$ cat src/rtl/vu_acchi.sv
// ---------------------------------------------------------------------------
// vu_acchi -- accumulator high-slice carry resolver
//
// Purpose:
//   Resolves the true carry into the upper W bits of the vector-unit MAC
//   accumulator, then applies the product high slice plus that carry to the
//   accumulator high register.
//
//   The true carry comes from three carry-outs:
//     - co_l    complemented carry-out of the 25-bit adjust field
//     - csa_co  carry-save adder carry-out
//     - cpa_co  carry-propagate adder carry-out
//
//   The datapath is a two-stage pipeline that stalls as a whole.
//   The accumulator has a synchronous clear and a sticky signed-overflow
//   flag.
//
// Ports:
//   clk        in   1  clock, rising edge
//   reset_l    in   1  asynchronous active-low reset
//   valid_in   in   1  stage-1 capture qualifier
//   co_l       in   1  complemented adjust-field carry-out (stage-1 timing)
//   csa_co     in   1  carry-save carry-out (stage-1 timing)
//   prod_hi    in   W  sign-extended product high slice (stage-1 timing)
//   op         in   1  0 = accumulate, 1 = load (stage-1 timing)
//   cpa_co     in   1  carry-propagate carry-out (stage-2 timing)
//   stall      in   1  freezes both stages
//   clear      in   1  synchronous clear of acc_hi and ovf
//   acc_hi     out  W  accumulator high slice
//   out_valid  out  1  pulse: acc_hi reflects a completed op
//   ovf        out  1  sticky signed overflow
// ---------------------------------------------------------------------------
module vu_acchi #(
   parameter int W = 16
) (
   input  logic         clk,
   input  logic         reset_l,
   input  logic         valid_in,
   input  logic         co_l,
   input  logic         csa_co,
   input  logic [W-1:0] prod_hi,
   input  logic         op,
   input  logic         cpa_co,
   input  logic         stall,
   input  logic         clear,
   output logic [W-1:0] acc_hi,
   output logic         out_valid,
   output logic         ovf
);

   localparam logic OP_ACC  = 1'b0;
   localparam logic OP_LOAD = 1'b1;

   // Stage-1 registers.
   logic                vld_p1;
   logic                co_l_p1;
   logic                csa_co_p1;
   logic signed [W-1:0] prod_hi_p1;
   logic                op_p1;

   // Stage-2 combinational results.
   logic                tc;
   logic signed [W-1:0] acc_s;
   logic signed [W-1:0] opnd_sum;
   logic signed [W-1:0] acc_sum;
   logic signed [W-1:0] acc_next;
   logic                ovf_set;
   logic                s2_fire;

   // ------------------------------------------------------------------------
   // Helper functions
   // ------------------------------------------------------------------------

   // co_l arrives complemented.
   // XNOR with csa_co gives the half-resolved carry.
   // The carry-propagate carry-out then flips it to the true carry.
   function automatic logic true_carry(input logic co_l_v,
                                       input logic csa_v,
                                       input logic cpa_v);
      logic half;
      half = ~(co_l_v ^ csa_v);
      return half ^ cpa_v;
   endfunction

   // Modular add with carry-in.
   // The result wraps silently, so no bits are kept above W.
   function automatic logic signed [W-1:0] add_wrap(input logic signed [W-1:0] a,
                                                    input logic signed [W-1:0] b,
                                                    input logic            cin);
      logic [W-1:0] s;
      s = $unsigned(a) + $unsigned(b) + {{(W-1){1'b0}}, cin};
      return $signed(s);
   endfunction

   // Signed overflow flag for the accumulate result.
   // The addends are the accumulator and the product; the carry-in is part
   // of the sum.
   // It is the classic sign test: equal addend signs and a result sign that
   // differs from them.
   function automatic logic sat_ovf(input logic signed [W-1:0] a,
                                    input logic signed [W-1:0] b,
                                    input logic signed [W-1:0] r);
      return (a[W-1] == b[W-1]) && (r[W-1] != a[W-1]);
   endfunction

   // ------------------------------------------------------------------------
   // Stage 1: capture operands and carries
   // ------------------------------------------------------------------------
   always_ff @(posedge clk or negedge reset_l) begin
      if (!reset_l) begin
         vld_p1     <= 1'b0;
         co_l_p1    <= 1'b0;
         csa_co_p1  <= 1'b0;
         prod_hi_p1 <= '0;
         op_p1      <= OP_ACC;
      end else if (!stall) begin
         vld_p1 <= valid_in;
         if (valid_in) begin
            co_l_p1    <= co_l;
            csa_co_p1  <= csa_co;
            prod_hi_p1 <= $signed(prod_hi);
            op_p1      <= op;
         end
      end
   end

   // ------------------------------------------------------------------------
   // Stage 2: resolve the true carry and update the accumulator
   // ------------------------------------------------------------------------
   assign acc_s   = $signed(acc_hi);
   assign s2_fire = vld_p1 & ~stall;

   always_comb begin
      tc       = true_carry(co_l_p1, csa_co_p1, cpa_co);
      opnd_sum = add_wrap(prod_hi_p1, '0, tc);
      acc_sum  = add_wrap(acc_s, prod_hi_p1, tc);
      acc_next = acc_s;
      ovf_set  = 1'b0;
      if (op_p1 == OP_LOAD) begin
         acc_next = opnd_sum;
      end else begin
         acc_next = acc_sum;
         ovf_set  = sat_ovf(acc_s, prod_hi_p1, acc_sum);
      end
   end

   // Clear beats an S2 update in the same cycle, and it acts even while
   // stall is high.
   // A load leaves the sticky flag alone.
   always_ff @(posedge clk or negedge reset_l) begin
      if (!reset_l) begin
         acc_hi    <= '0;
         ovf       <= 1'b0;
         out_valid <= 1'b0;
      end else begin
         out_valid <= s2_fire & ~clear;
         if (clear) begin
            acc_hi <= '0;
            ovf    <= 1'b0;
         end else if (s2_fire) begin
            acc_hi <= $unsigned(acc_next);
            if (ovf_set)
               ovf <= 1'b1;
         end
      end
   end

endmodule

$ cat config.mk
export PLATFORM = sky130hd
export DESIGN_NAME = vu_acchi
export DESIGN_NICKNAME = d
export VERILOG_FILES = /design/src/rtl/vu_acchi.sv
export SDC_FILE = /design/constraint.sdc
export NUM_CORES = 1
export LEC_CHECK = 0
export CORE_ASPECT_RATIO = 0.7
export CORE_MARGIN = 3
export CORE_UTILIZATION = 50
export DETAILED_ROUTE_END_ITERATION = 6
export GPL_TIMING_DRIVEN = 1
export PLACE_DENSITY = 0.76
export SYNTH_ARGS = -nofsm -noshare
export SYNTH_HDL_FRONTEND = slang
export SYNTH_SLANG_ARGS = --single-unit
$ cat constraint.sdc
create_clock -name clk -period 6.55 [get_ports clk]
set_clock_uncertainty 0.05 [all_clocks]
set_input_delay 1.31 -clock clk [delete_from_list [all_inputs] [get_ports clk]]
set_output_delay 1.31 -clock clk [all_outputs]
set_load 0.05 [all_outputs]
==> results.cfg <==
[status]
status = finished, final reports clean

[power_and_ir_drop]
ir_drop_mv = 0.1399
finalPower_w = 0.0008679
p_leak_nw = 1.388
p_per_area_mw_per_mm2 = 271.9

[die]
die_w_um = 91.96
pin_count = 43
rows = 21
dieArea_mm2 = 0.006085
initial_core_util = 0.5292
core_area_mm2 = 0.004887
die_h_um = 66.17

[final_layout]
n_antenna_cell = 0
syn_to_final_growth_pct = 23.42
seq_area_um2 = 950.9
layout-drive-gt1-share = 0.1395
multi_input_area_mm2 = 0.001555
fin_area_mm2 = 0.003192
layout_common_cells = clkdlybuf4s50_1, dfrtp_1, nand2_1, mux2_2, a21oi_1
layout_commonest_cell = clkdlybuf4s50_1
fill_cells = 427
final_nets = 343

[detailed_routing]
wl_per_cell_um = 16.10
viasPerCell = 5.597
drt_first_pass_iters = 4
vias = 2071
drt-initial-drc-count = 183
antenna_left = 0
wl_um = 5957
drc = 0

[worst_setup_path]
end_kind = flip-flop
crit_type = in -> reg
r2r_slack_ps = 3460
cp_max_fo = 4
worstReg2RegStart = co_l_p1
r2r_end = acc_hi[14]
start_kind = input pin
arrival_ps = 4250
crit_required_ps = 6650
worstRegToRegCells = 11

[clock_tree]
cts.sinks = 38
cts_tree = yes
clkLatencyLatePin_ps = 290
cts_setup_buffers = 0
cts_buffers = 5
cts-root-buf = clkbuf_8
cts_resized = 0
htreeDepth = 2
cts.clk_slew.worst_paths_ps = 80
cts_hold_buffers = 0
cts.path.max_buffers = 2

[sta]
rsz0062_at_grt = no
hold_violations = 0
max_freq_mhz = 241.0
holdWs_ps = 475.2
setup_viol = 0
slew_headroom = 0.4544
min_period_over_period = 0.6334
worst_slew_pin_slew_ps = 818.4
finalMaxSlewViolations = 0
min_period_ps = 4149
layout_setup_ws_ps = 2401
tns_ps = 0

[hold_path]
holdPathEnd = acc_hi[3]
hp-class = reg -> reg
hold-path-cell-count = 2
worstHoldStart = acc_hi[3]

[synthesis]
synth_flop_cell = dfrtp_1
syn-num-nets = 301
async_reset_ff_frac = 1.000
synth_enable_flop_cells = 0
synth-warning-count = 0
synth_cell_types = 45
seq_area_frac_synth = 0.3677
syn_area_mm2 = 0.002586
synth.avg_cell_area_um2 = 10.02
synth-seq-cells = 38
synthCells = 258

[placed_design]
dp.final_hpwl_um = 4519
portBuffers = 42
place.gp.congestion = 0.8618
dpl_cell_area_mm2 = 0.003049
place_ws_ps = 2114

[grt]
grt_max_degree = 39
grt_usage = 0.2180
antenna_found_initial = 0
grt_overflow_total = 0
grt_pass1_wl_um = 10340
grt_pass1_vias = 2055

[run]
cap_violations = 0
-- worst max path at each step --
stage,start,to,slack [ps],cells past startpoint
6_report,cpa_co,acc_hi[14],2400,12
5_1_grt,cpa_co,acc_hi[14],2130,12
4_1_cts,cpa_co,acc_hi[10],2410,12
3_5_place_dp,cpa_co,acc_hi[14],2110,12
3_3_place_gp,cpa_co,acc_hi[10],2150,12
2_1_floorplan,cpa_co,acc_hi[10],2760,11
-- sequential cells by signal, summed over array words and instances (netlist names) --
name,count
out_valid,1
op_p1,1
csa_co_p1,1
vld_p1,1
ovf,1
prod_hi_p1,16
acc_hi,16
co_l_p1,1
-- power by group --
part / switching [W] / total (W) / internal [W]
Combinational: 0.000167 / 0.000305 / 0.000138
Clock: 0.0000849 / 0.000247 / 0.000162
Sequential: 0.0000523 / 0.000316 / 0.000264
-- logic make-up (layout without fill, tap and decap cells) --
logic type,count (synthesis),after routing,share of synthesized area
AO/OA/AOI/OAI,68,68,0.1756
XOR/XNOR,27,27,0.09144
adder cells (fa/ha/maj),18,18,0.09289
buffers and inverters,16,59,0.03096
flip-flops,38,38,0.3677
multiplexers,23,23,0.09773
AND/OR/NAND/NOR,68,68,0.1437
-- worst max-delay path, cell delays in order --
cell	delay (ps)
clkdlybuf4s50_1	480
xor2_1	170
xnor2_1	120
fa_1	430
fa_1	440
a21o_1	190
a21oi_2	170
o21ai_1	170
a41oi_1	400
o21ai_1	140
xnor2_1	160
o21ai_1	80
-- routing by layer --
metal	global-route usage	share of wire
met1	0.3302	0.51
met3	0.04778	0.066
met5	0	0
met2	0.3127	0.41
met4	0.05556	0.011
-- synthesized netlist by cell type (4+ instances only) --
| library cell | number | area [µm²] |
|---|---|---|
| nand2_1 | 27 | 101.4 |
| nand3_1 | 8 | 40.04 |
| a21oi_2 | 5 | 43.79 |
| ha_1 | 16 | 200.2 |
| xnor2_1 | 14 | 122.6 |
| inv_1 | 7 | 26.28 |
| and3_1 | 4 | 25.02 |
| o21ai_0 | 12 | 60.06 |
| mux2i_1 | 5 | 50.05 |
| o21ai_1 | 7 | 35.03 |
| a21o_1 | 9 | 67.56 |
| xor2_1 | 13 | 113.9 |
| o221ai_1 | 4 | 35.03 |
| mux2_2 | 18 | 202.7 |
| a21oi_1 | 18 | 90.09 |
| clkbuf_1 | 5 | 18.77 |
| dfrtp_1 | 38 | 950.9 |
| nor2_1 | 11 | 41.29 |
| nand4_1 | 4 | 25.02 |
-- final cells by class --
class                           instances  share of cell area
Inverter                                7            0.008232
Tap cell                               69             0.02705
Clock inverter                          2             0.01882
Timing Repair Buffer                   44              0.1348
Clock buffer                            6             0.02587
Sequential cell                        38              0.2979
Multi-Input combinational cell        204              0.4873
-- through the flow --
stage,utilization,cells
floorplan,-,258
global placement,0.6239,362
detailed placement,0.6239,362
CTS,0.6531,370
global route,0.6531,370
finish,0.6531,370
Power figures use the tool's default switching activity.
